`src/rtl/ula_multiciclo_pkg.sv`:
```
// Shared definitions for the multi-cycle ALU and the control unit that drives it:
// sel opcodes, FSM state encoding and NZCV bit positions inside cond.
package ula_multiciclo_pkg;

  localparam logic [3:0] OP_AND = 4'b0000;
  localparam logic [3:0] OP_XOR = 4'b0001;
  localparam logic [3:0] OP_OR  = 4'b0010;
  localparam logic [3:0] OP_SUB = 4'b0011;
  localparam logic [3:0] OP_ADD = 4'b0100;
  localparam logic [3:0] OP_MUL = 4'b0101;
  localparam logic [3:0] OP_DIV = 4'b0110;

  localparam int FLAG_N = 3;
  localparam int FLAG_Z = 2;
  localparam int FLAG_C = 1;
  localparam int FLAG_V = 0;

  typedef enum logic [1:0] {
    ST_IDLE = 2'd0,
    ST_MUL  = 2'd1,
    ST_DIV  = 2'd2,
    ST_FIM  = 2'd3
  } state_e;

  function automatic logic is_iterative(input logic [3:0] op);
    return (op == OP_MUL) || (op == OP_DIV);
  endfunction

endpackage

```
`src/rtl/ula_muldiv_seq.sv`:
```
// Iterative datapath: unsigned shift-add multiply / restoring divide, one bit per cycle.
// Operands captured on start; fim flags the last iteration, whose results appear on the outputs that same cycle.
module ula_muldiv_seq
  import ula_multiciclo_pkg::*;
#(
  parameter int WIDTH = 32,
  parameter int CNT_W = 6
) (
  input  logic             clk,
  input  logic             reset,
  input  logic             start,
  input  logic             op,
  input  logic [WIDTH-1:0] a,
  input  logic [WIDTH-1:0] b,
  output logic             fim,
  output logic [WIDTH-1:0] produto,
  output logic [WIDTH-1:0] quociente,
  output logic [WIDTH-1:0] resto
);

  logic               r_busy;
  logic               r_op;
  logic [CNT_W-1:0]   r_cnt;
  logic [2*WIDTH-1:0] r_acc;
  logic [WIDTH-1:0]   r_opnd;

  logic [WIDTH:0]     w_mul_sum;
  logic               w_div_ge;
  logic [WIDTH-1:0]   w_div_diff;
  logic [WIDTH-1:0]   w_rem_nxt;
  logic [2*WIDTH-1:0] w_acc_nxt;

  // MUL: acc = {partial, multiplier}; add multiplicand on the LSB, then shift right with the carry.
  assign w_mul_sum = {1'b0, r_acc[2*WIDTH-1:WIDTH]} +
                     (r_acc[0] ? {1'b0, r_opnd} : {(WIDTH+1){1'b0}});

  // DIV: acc = {remainder, dividend/quotient}; the remainder stays below the divisor, so the
  // difference fits in WIDTH bits. A zero divisor always "fits": all-ones quotient, remainder = a.
  assign w_div_ge   = r_acc[2*WIDTH-1:WIDTH-1] >= {1'b0, r_opnd};
  assign w_div_diff = r_acc[2*WIDTH-2:WIDTH-1] - r_opnd;
  assign w_rem_nxt  = w_div_ge ? w_div_diff : r_acc[2*WIDTH-2:WIDTH-1];

  assign w_acc_nxt = r_op ? {w_rem_nxt, r_acc[WIDTH-2:0], w_div_ge}
                          : {w_mul_sum, r_acc[WIDTH-1:1]};

  assign fim       = r_busy && (r_cnt == CNT_W'(WIDTH-1));
  assign produto   = w_acc_nxt[WIDTH-1:0];
  assign quociente = w_acc_nxt[WIDTH-1:0];
  assign resto     = w_acc_nxt[2*WIDTH-1:WIDTH];

  always_ff @(posedge clk or posedge reset) begin
    if (reset) begin
      r_busy <= 1'b0;
      r_op   <= 1'b0;
      r_cnt  <= '0;
      r_acc  <= '0;
      r_opnd <= '0;
    end else if (start) begin
      r_busy <= 1'b1;
      r_op   <= op;
      r_cnt  <= '0;
      r_acc  <= {{WIDTH{1'b0}}, (op ? a : b)};
      r_opnd <= op ? b : a;
    end else if (r_busy) begin
      r_acc <= w_acc_nxt;
      if (fim) begin
        r_busy <= 1'b0;
        r_cnt  <= '0;
      end else begin
        r_cnt <= r_cnt + 1'b1;
      end
    end
  end

endmodule

```
`src/rtl/ula_multiciclo.sv`:
```
// Multi-cycle ALU: logic/add/sub finish in 1 cycle, MUL/DIV in WIDTH+1; done is a one-cycle pulse.
// Valid/ready handshake: in_ready only in IDLE; requests arriving while busy are dropped.
module ula_multiciclo
  import ula_multiciclo_pkg::*;
#(
  parameter int WIDTH = 32,
  parameter int CNT_W = 6
) (
  input  logic             clk,
  input  logic             reset,
  input  logic             in_valid,
  output logic             in_ready,
  input  logic [3:0]       sel,
  input  logic [WIDTH-1:0] a,
  input  logic [WIDTH-1:0] b,
  input  logic             s,
  output logic [WIDTH-1:0] resultado,
  output logic [WIDTH-1:0] resto,
  output logic [3:0]       cond,
  output logic             div_zero,
  output logic             done
);

  state_e           r_state;
  state_e           w_next_state;
  logic             r_done;
  logic             r_div_zero;
  logic             r_b_zero;
  logic [WIDTH-1:0] r_resultado;
  logic [WIDTH-1:0] r_resto;
  logic [3:0]       r_cond;

  logic             w_accept;
  logic             w_start_seq;
  logic             w_fim;
  logic             w_is_sub;
  logic             w_set_flags;
  logic [WIDTH-1:0] w_b_eff;
  logic [WIDTH:0]   w_sum;
  logic [WIDTH-1:0] w_op_res;
  logic [3:0]       w_flags;
  logic [WIDTH-1:0] w_produto;
  logic [WIDTH-1:0] w_quociente;
  logic [WIDTH-1:0] w_resto_seq;

  assign in_ready    = (r_state == ST_IDLE);
  assign w_accept    = in_valid & in_ready;
  assign w_start_seq = w_accept & is_iterative(sel);
  assign w_is_sub    = (sel == OP_SUB);
  assign w_set_flags = s & ((sel == OP_ADD) | (sel == OP_SUB));

  // SUB is a + ~b + 1, so the carry out is the ARM no-borrow flag (a >= b).
  assign w_b_eff = w_is_sub ? ~b : b;
  assign w_sum   = {1'b0, a} + {1'b0, w_b_eff} + {{WIDTH{1'b0}}, w_is_sub};

  always_comb begin
    w_op_res = '0;
    case (sel)
      OP_AND:         w_op_res = a & b;
      OP_XOR:         w_op_res = a ^ b;
      OP_OR:          w_op_res = a | b;
      OP_SUB, OP_ADD: w_op_res = w_sum[WIDTH-1:0];
      default:        w_op_res = '0;
    endcase
    w_flags         = '0;
    w_flags[FLAG_N] = w_sum[WIDTH-1];
    w_flags[FLAG_Z] = (w_sum[WIDTH-1:0] == '0);
    w_flags[FLAG_C] = w_sum[WIDTH];
    w_flags[FLAG_V] = w_is_sub ? ((a[WIDTH-1] != b[WIDTH-1]) & (w_sum[WIDTH-1] != a[WIDTH-1]))
                               : ((a[WIDTH-1] == b[WIDTH-1]) & (w_sum[WIDTH-1] != a[WIDTH-1]));
  end

  ula_muldiv_seq #(
    .WIDTH(WIDTH),
    .CNT_W(CNT_W)
  ) u_muldiv (
    .clk       (clk),
    .reset     (reset),
    .start     (w_start_seq),
    .op        (sel == OP_DIV),
    .a         (a),
    .b         (b),
    .fim       (w_fim),
    .produto   (w_produto),
    .quociente (w_quociente),
    .resto     (w_resto_seq)
  );

  always_comb begin
    w_next_state = r_state;
    case (r_state)
      ST_IDLE: begin
        if (w_accept) begin
          if (sel == OP_MUL)      w_next_state = ST_MUL;
          else if (sel == OP_DIV) w_next_state = ST_DIV;
          else                    w_next_state = ST_FIM;
        end
      end
      ST_MUL, ST_DIV: if (w_fim) w_next_state = ST_FIM;
      ST_FIM:  w_next_state = ST_IDLE;
      default: w_next_state = ST_IDLE;
    endcase
  end

  always_ff @(posedge clk or posedge reset) begin
    if (reset) begin
      r_state     <= ST_IDLE;
      r_done      <= 1'b0;
      r_div_zero  <= 1'b0;
      r_b_zero    <= 1'b0;
      r_resultado <= '0;
      r_resto     <= '0;
      r_cond      <= '0;
    end else begin
      r_state <= w_next_state;
      r_done  <= (w_next_state == ST_FIM);
      if (w_accept) r_b_zero <= (b == '0);
      if (w_accept && !is_iterative(sel)) begin
        r_resultado <= w_op_res;
        r_resto     <= '0;
        r_div_zero  <= 1'b0;
        if (w_set_flags) r_cond <= w_flags;
      end
      if (w_fim) begin
        if (r_state == ST_DIV) begin
          r_resultado <= r_b_zero ? {WIDTH{1'b1}} : w_quociente;
          r_resto     <= w_resto_seq;
          r_div_zero  <= r_b_zero;
        end else begin
          r_resultado <= w_produto;
          r_resto     <= '0;
          r_div_zero  <= 1'b0;
        end
      end
    end
  end

  assign resultado = r_resultado;
  assign resto     = r_resto;
  assign cond      = r_cond;
  assign div_zero  = r_div_zero;
  assign done      = r_done;

endmodule

```
`config.mk`:
```
export PLATFORM = sky130hd
export DESIGN_NAME = ula_multiciclo
export DESIGN_NICKNAME = d
export VERILOG_FILES = /design/src/rtl/ula_multiciclo_pkg.sv /design/src/rtl/ula_muldiv_seq.sv /design/src/rtl/ula_multiciclo.sv
export SDC_FILE = /design/constraint.sdc
export NUM_CORES = 1
export LEC_CHECK = 0
export CAP_MARGIN = 30
export CORE_UTILIZATION = 30
export DETAILED_ROUTE_END_ITERATION = 12
export HOLD_SLACK_MARGIN = 0.03
export PLACE_DENSITY = 0.52
export REMOVE_ABC_BUFFERS = 1
export SLEW_MARGIN = 25
export SYNTH_ARGS = -nofsm -noshare
export SYNTH_HDL_FRONTEND = slang
export SYNTH_SLANG_ARGS = --single-unit
```
`constraint.sdc`:
```
create_clock -name clk -period 6.65 [get_ports clk]
set_clock_uncertainty 0.1 [all_clocks]
set_input_delay 1.33 -clock clk [delete_from_list [all_inputs] [get_ports clk]]
set_output_delay 1.33 -clock clk [all_outputs]
set_load 0.01 [all_outputs]
```
==> results of run 1 <==
[state kept, by name, summed over array words and instances, names as in the netlist]
| name | count |
|---|---|
| u_muldiv.r_cnt | 6 |
| r_b_zero | 1 |
| u_muldiv.r_opnd | 32 |
| u_muldiv.r_acc | 64 |
| r_state | 2 |
| resto | 32 |
| div_zero | 1 |
| resultado | 32 |
| u_muldiv.r_busy | 1 |
| cond | 4 |
| done | 1 |
| u_muldiv.r_op | 1 |
[worst paths after layout]
kind / from / endpoint / slack [ns] / depth (start not counted)
worst max-delay path: sel[0] / resultado[21] / 1.04 / 16
worst min-delay path: resto[25] / resto[25] / 0.38 / 2
worst max register to register: u_muldiv.r_acc[0] / resto[29] / 2.29 / 13
worst min register to register: resto[25] / resto[25] / 0.38 / 2
max in group asynchronous: reset / u_muldiv.r_acc[55] / 4.36 / 3
min in group asynchronous: reset / div_zero / 1.14 / 2
[through the flow]
stage	util	area, µm²	power (W)
after CTS	0.356	19600	0.00976
after detailed placement	0.345	19000	0.00858
after floorplan	-	16300	0.00666
final	0.356	19700	0.00982
after global routing	0.356	19700	0.0106
after global placement	0.343	19000	0.00849
[where the power goes]
group,internal [W],switching [W]
Combinational,0.00283,0.00386
Clock,0.000588,0.000540
Sequential,0.00153,0.000479
Total,0.00494,0.00488
[cell families (layout without fill, tap and decap cells)]
family,Yosys count,in the layout,share of synthesized area
buf+inv,262,350,0.0604
xor+xnor,113,113,0.0589
fa+ha+maj,168,168,0.126
simple gates,590,590,0.165
compound gates,740,740,0.281
flops,177,177,0.264
mux,73,73,0.0448
[layout make-up]
cell class | instances | share of cell area
multi-input cells | 1684 | 0.580
clock buffers | 19 | 0.0230
clock inverters | 13 | 0.00852
flip-flops and latches | 177 | 0.226
repair buffers | 174 | 0.0877
well taps | 748 | 0.0476
inverters | 144 | 0.0279
[cells in the mapped netlist, drive strengths merged (17+ instances only)]
master	count	share of area
a21o	38	0.017
nand2	207	0.046
mux2	18	0.012
nor3	19	0.0060
mux2i	55	0.033
clkbuf	98	0.022
xnor2	85	0.044
and3	17	0.0063
ha	165	0.12
nor2	174	0.039
o2111ai	17	0.0089
inv	143	0.032
a21oi	234	0.071
a22oi	17	0.0076
dfrtp	177	0.26
a211oi	64	0.029
o211ai	49	0.022
nand3	42	0.013
buf	20	0.0063
nand4	20	0.0083
xor2	28	0.015
and2	38	0.014
o21ai	173	0.052
[per-layer routing]
metal | up-vias | GRT usage
met3 | 98 | 0.0435
li1 | 7824 | -
met2 | 522 | 0.372
met1 | 7993 | 0.298
met4 | 0 | 0.0750
met5 | - | 0
[worst max-delay path, stage by stage]
cell	delay, ns
clkdlybuf4s50_1	0.66
nor4bb_4	0.34
buf_4	0.28
buf_4	0.41
xnor2_1	0.13
ha_1	0.43
a21o_1	0.21
a31o_2	0.14
nor3_1	0.06
o41ai_1	0.54
o21ai_1	0.28
and2_4	0.22
xnor2_1	0.18
a22o_1	0.27
a221oi_1	0.28
a31oi_1	0.07
==> impl_metrics.py, run 1 <==
metrics = {
    "outcome": {
        "run_status": "finished clean",
    },
    "floorplan": {
        "core_mm2": 0.0552,
        "die-area_mm2": 0.0570,
        "fp.dieW_um": 239,
        "die_y_um": 239,
        "start_util": 0.304,
        "fp-row-count": 86,
        "ios": 143,
    },
    "place": {
        "gp_congestion": 0.954,
        "dp_worst_setup_slack_ns": 0.563,
        "dp_cells": 2926,
        "dp.final_hpwl_mm": 48.5,
        "port_buffers": 142,
    },
    "cts": {
        "cts_num_sinks": 177,
        "cts.htree.levels": 4,
        "cts_inserted_buffers": 17,
        "cts_setup_buffers": 0,
        "cts_tree": "built",
        "cts_root_buf": "clkbuf_16",
        "clk_latency_ns": 0.51,
        "cts_buffer_depth": 2,
        "ctsResizeCount": 0,
        "hold_buffers": 0,
        "clkTransAtPathRegs_ns": 0.08,
    },
    "timing": {
        "rsz0062_at_grt": "no",
        "tns_ns": 0,
        "finalMaxSlewViolations": 0,
        "timing.final.crit_share": 0.844,
        "slew-limit-headroom": 0.342,
        "setup_viol": 0,
        "fin_hold_ws_ns": 0.380,
        "postLayoutSetupSlackWorst_ns": 1.04,
        "hold_viol": 0,
        "fmax_mhz": 178,
        "tightest_slew_ns": 0.984,
        "fin_crit_ns": 5.61,
    },
    "layout": {
        "mostFrequentLayoutCell": "a21oi_1",
        "synthToLayoutAreaGrowth_pct": 17.1,
        "final_cells": 2959,
        "fillers": 5769,
        "ff_latch_area_mm2": 0.00444,
        "nets": 2438,
        "diodes": 0,
        "drive_gt1_frac": 0.0507,
        "layout_common_cells": "231 x a21oi_1, 207 x nand2_1, 175 x dfrtp_1, 172 x nor2_1, 165 x ha_1",
        "multi_input_area_mm2": 0.0114,
    },
    "min_path": {
        "hold_path_class": "reg2reg",
    },
    "synthesis": {
        "synthArstFlopShare": 1.00,
        "yosysWarningCount": 0,
        "ys_types": 93,
        "synth_area_mm2": 0.0168,
        "ys_seq_elements": 177,
        "yosysSeqAreaShare": 0.264,
        "postSynthAreaPerCell_um2": 7.91,
        "syn_inst": 2123,
        "synth_enable_flop_cells": 0,
        "synth_ff_type": "dfrtp_1",
    },
    "worst_setup_path": {
        "worst_ep_required_time_ns": 6.91,
        "critPathCaptureType": "flip-flop",
        "crit_fanout": 22,
        "critPathKind": "in2reg",
        "start_kind": "primary input",
        "worstPathArrival_ns": 5.87,
    },
    "grt": {
        "antenna_found_initial": 0,
        "grt_usage": 0.227,
        "overflow": 0,
        "grt_max_degree": 84,
        "grt_pass1_vias": 16100,
        "grt_pass1_wl_mm": 97.9,
    },
    "routing": {
        "num_vias": 16400,
        "drt_pass1_iterations": 5,
        "wl_met1_mm": 28.8,
        "drt-initial-drc-count": 1189,
        "viasPerCell": 5.55,
        "wl_met3_mm": 3.57,
        "ant_nets": 0,
        "routed_wirelength_mm": 64.2,
        "drc": 0,
        "wl_met2_mm": 30.0,
        "top_layer_used": "met4",
        "routedWlPerCell_um": 21.7,
    },
    "pwr": {
        "p_per_area_mw_per_mm2": 499,
        "vdd_drop_max_uv": 194,
        "p_leak_nw": 8.53,
    },
    "flow_run": {
        "cap_violations": 0,
    },
}
Note: power is estimated with default switching activity, not from simulation.
==> run 2: changes to the inputs <==
--- a/config.mk
+++ b/config.mk
@@ -9,7 +9,7 @@
 export CORE_UTILIZATION = 30
 export DETAILED_ROUTE_END_ITERATION = 12
 export HOLD_SLACK_MARGIN = 0.03
-export PLACE_DENSITY = 0.52
+export PLACE_DENSITY = 0.54
 export REMOVE_ABC_BUFFERS = 1
 export SLEW_MARGIN = 25
 export SYNTH_ARGS = -nofsm -noshare
==> constraint.sdc (replaced) <==
create_clock -name clk -period 4.85 [get_ports clk]
set_clock_uncertainty 0.1 [all_clocks]
set_input_delay 0.97 -clock clk [delete_from_list [all_inputs] [get_ports clk]]
set_output_delay 0.97 -clock clk [all_outputs]
set_load 0.01 [all_outputs]
==> run 2 against run 1 <==
  * Cell count increased by 5.5%
  * Combinational power rose by 39%
  * Largest cell class unchanged
  * Via count rose by 2.9%
  * Worst hold slack lost 0.0012 ns
  * Power rose by 39%
  * Critical path type unchanged
  * Sequential power is 38% higher
  * Register-to-register slack got worse by 1.8 ns
  * Clock-buffer cell count up 3
==> impl_metrics.py, run 2 (same netlist as run 1, synthesis figures left out) <==
metrics = {
    "outcome": {
        "run_status": "finished clean",
    },
    "cts": {
        "cts_inserted_buffers": 17,
        "cts_buffer_depth": 2,
        "clkTransAtPathRegs_ns": 0.07,
        "cts_root_buf": "clkbuf_16",
        "clk_latency_ns": 0.51,
        "cts_num_sinks": 177,
        "cts.htree.levels": 4,
        "cts_tree": "built",
    },
    "worst_setup_path": {
        "critPathCaptureType": "flip-flop",
        "path_common_cell": "nand4_1",
        "cp_cell_sequence": "clkdlybuf4s50_1, nor4bb_4, buf_4, buf_8, xnor2_1, ha_1, a21o_1, a31o_2, nor3_1, o41ai_2, or3_1, a2111oi_2, nand4_1, nor4_2, nand4_1, o31ai_2",
        "cp_slowest_stage_delay_ns": 0.53,
        "start_kind": "primary input",
        "crit_buf_inv": 3,
        "critPathTopFamily": "simple AND/OR/NAND/NOR gates",
        "critPathKind": "in2reg",
        "critPathSlowestCell": "clkdlybuf4s50_1",
        "worst_ep_required_time_ns": 5.17,
        "worstPathArrival_ns": 5.05,
        "crit_fanout": 22,
    },
    "grt": {
        "grt_pass1_wl_mm": 99.7,
        "overflow": 0,
        "grt_usage": 0.230,
        "grt_max_degree": 122,
        "grt_pass1_vias": 16800,
        "antenna_found_initial": 0,
    },
    "layout": {
        "nets": 2602,
        "drive_gt1_frac": 0.116,
        "largest_reg_flops": 64,
        "diodes": 0,
        "fin_util": 0.379,
        "mostFrequentLayoutCell": "a21oi_1",
        "layout_common_cells": "231 x a21oi_1, 207 x nand2_1, 188 x buf_4, 175 x dfrtp_1, 172 x nor2_1",
        "synthToLayoutAreaGrowth_pct": 24.5,
        "max_flop_register": "u_muldiv.r_acc",
    },
    "routing": {
        "wl_met1_mm": 30.1,
        "viasPerCell": 5.42,
        "drc": 0,
        "top_layer_used": "met4",
        "num_vias": 16900,
        "wl_met3_mm": 3.09,
        "drt_pass1_iterations": 6,
        "routed_wirelength_mm": 64.9,
        "wl_met2_mm": 29.9,
        "drt-initial-drc-count": 1093,
        "ant_nets": 0,
        "routedWlPerCell_um": 20.8,
    },
    "timing": {
        "fmax_mhz": 212,
        "rsz0062_at_grt": "no",
        "hold_viol": 0,
        "timing.final.crit_share": 0.975,
        "tightest_slew_ns": 0.979,
        "finalMaxSlewViolations": 0,
        "slew-limit-headroom": 0.347,
        "fin_hold_ws_ns": 0.379,
        "setup_viol": 0,
        "fin_crit_ns": 4.73,
        "postLayoutSetupSlackWorst_ns": 0.122,
    },
    "floorplan": {
        "die-area_mm2": 0.0570,
        "core_mm2": 0.0552,
        "fp-row-count": 86,
        "ios": 143,
        "die_y_um": 239,
        "start_util": 0.304,
        "fp.dieW_um": 239,
    },
    "pwr": {
        "vdd_drop_max_uv": 304,
        "total_power_w": 0.0136,
        "p_per_area_mw_per_mm2": 651,
        "p_leak_nw": 9.34,
    },
    "flow_run": {
        "cap_violations": 0,
    },
    "place": {
        "dp.final_hpwl_mm": 49.3,
        "gp_congestion": 0.940,
        "port_buffers": 142,
        "dp_worst_setup_slack_ns": -0.620,
    },
    "min_path": {
        "hold_path_class": "reg2reg",
    },
}
run 2: final cells by class:
cell class,count,area (µm²)
Clock buffer,22,464
Inverter,144,548
Fill cell,5729,34300
Multi-Input combinational cell,1684,11400
Sequential cell,177,4440
Clock inverter,10,128
Timing Repair Buffer,338,2990
Tap cell,748,936
run 2: routing by layer:
metal / GRT usage / vias up
li1: - / 8157
met1: 0.307 / 8189
met2: 0.374 / 481
met3: 0.0401 / 90
met4: 0.0740 / 0
met5: 0 / -
run 2: timing repair:
action	4_1_cts	5_1_grt
gates resized for setup	2	3
hold buffers	0	0
endpoints found under the setup margin	3	5
pin swaps	1	0
setup buffers	0	2
run 2: path summary, 6_finish.rpt:
| kind | from | to | slack [ns] | depth (start not counted) |
|---|---|---|---|---|
| min in group asynchronous | reset | resto[2] | 0.78 | 2 |
| max in group asynchronous | reset | resultado[19] | 2.76 | 4 |
| min reg2reg | resto[23] | resto[23] | 0.38 | 2 |
| max | sel[3] | cond[2] | 0.12 | 16 |
| min | resto[23] | resto[23] | 0.38 | 2 |
| max reg2reg | u_muldiv.r_acc[0] | resto[29] | 0.45 | 14 |
run 2: through the flow:
step                setup TNS, ns  instance area [µm²]  instances
global route                    0                20900       3123
finish                          0                20900       3123
floorplan                -1558.58                16300       2005
CTS                             0                20900       3120
detailed placement          -7.25                20300       3088
global placement            -6.94                20200       3087
run 2: worst min-delay path, stage by stage (launching register included):
cell and delay (ns):
dfrtp_1 0.34, nand2_1 0.04, o21ai_0 0.06
run 2: power breakdown:
group | internal, W | switching, W
sequential | 0.00209 | 0.000691
combinational | 0.00403 | 0.00530
clock | 0.000792 | 0.000707
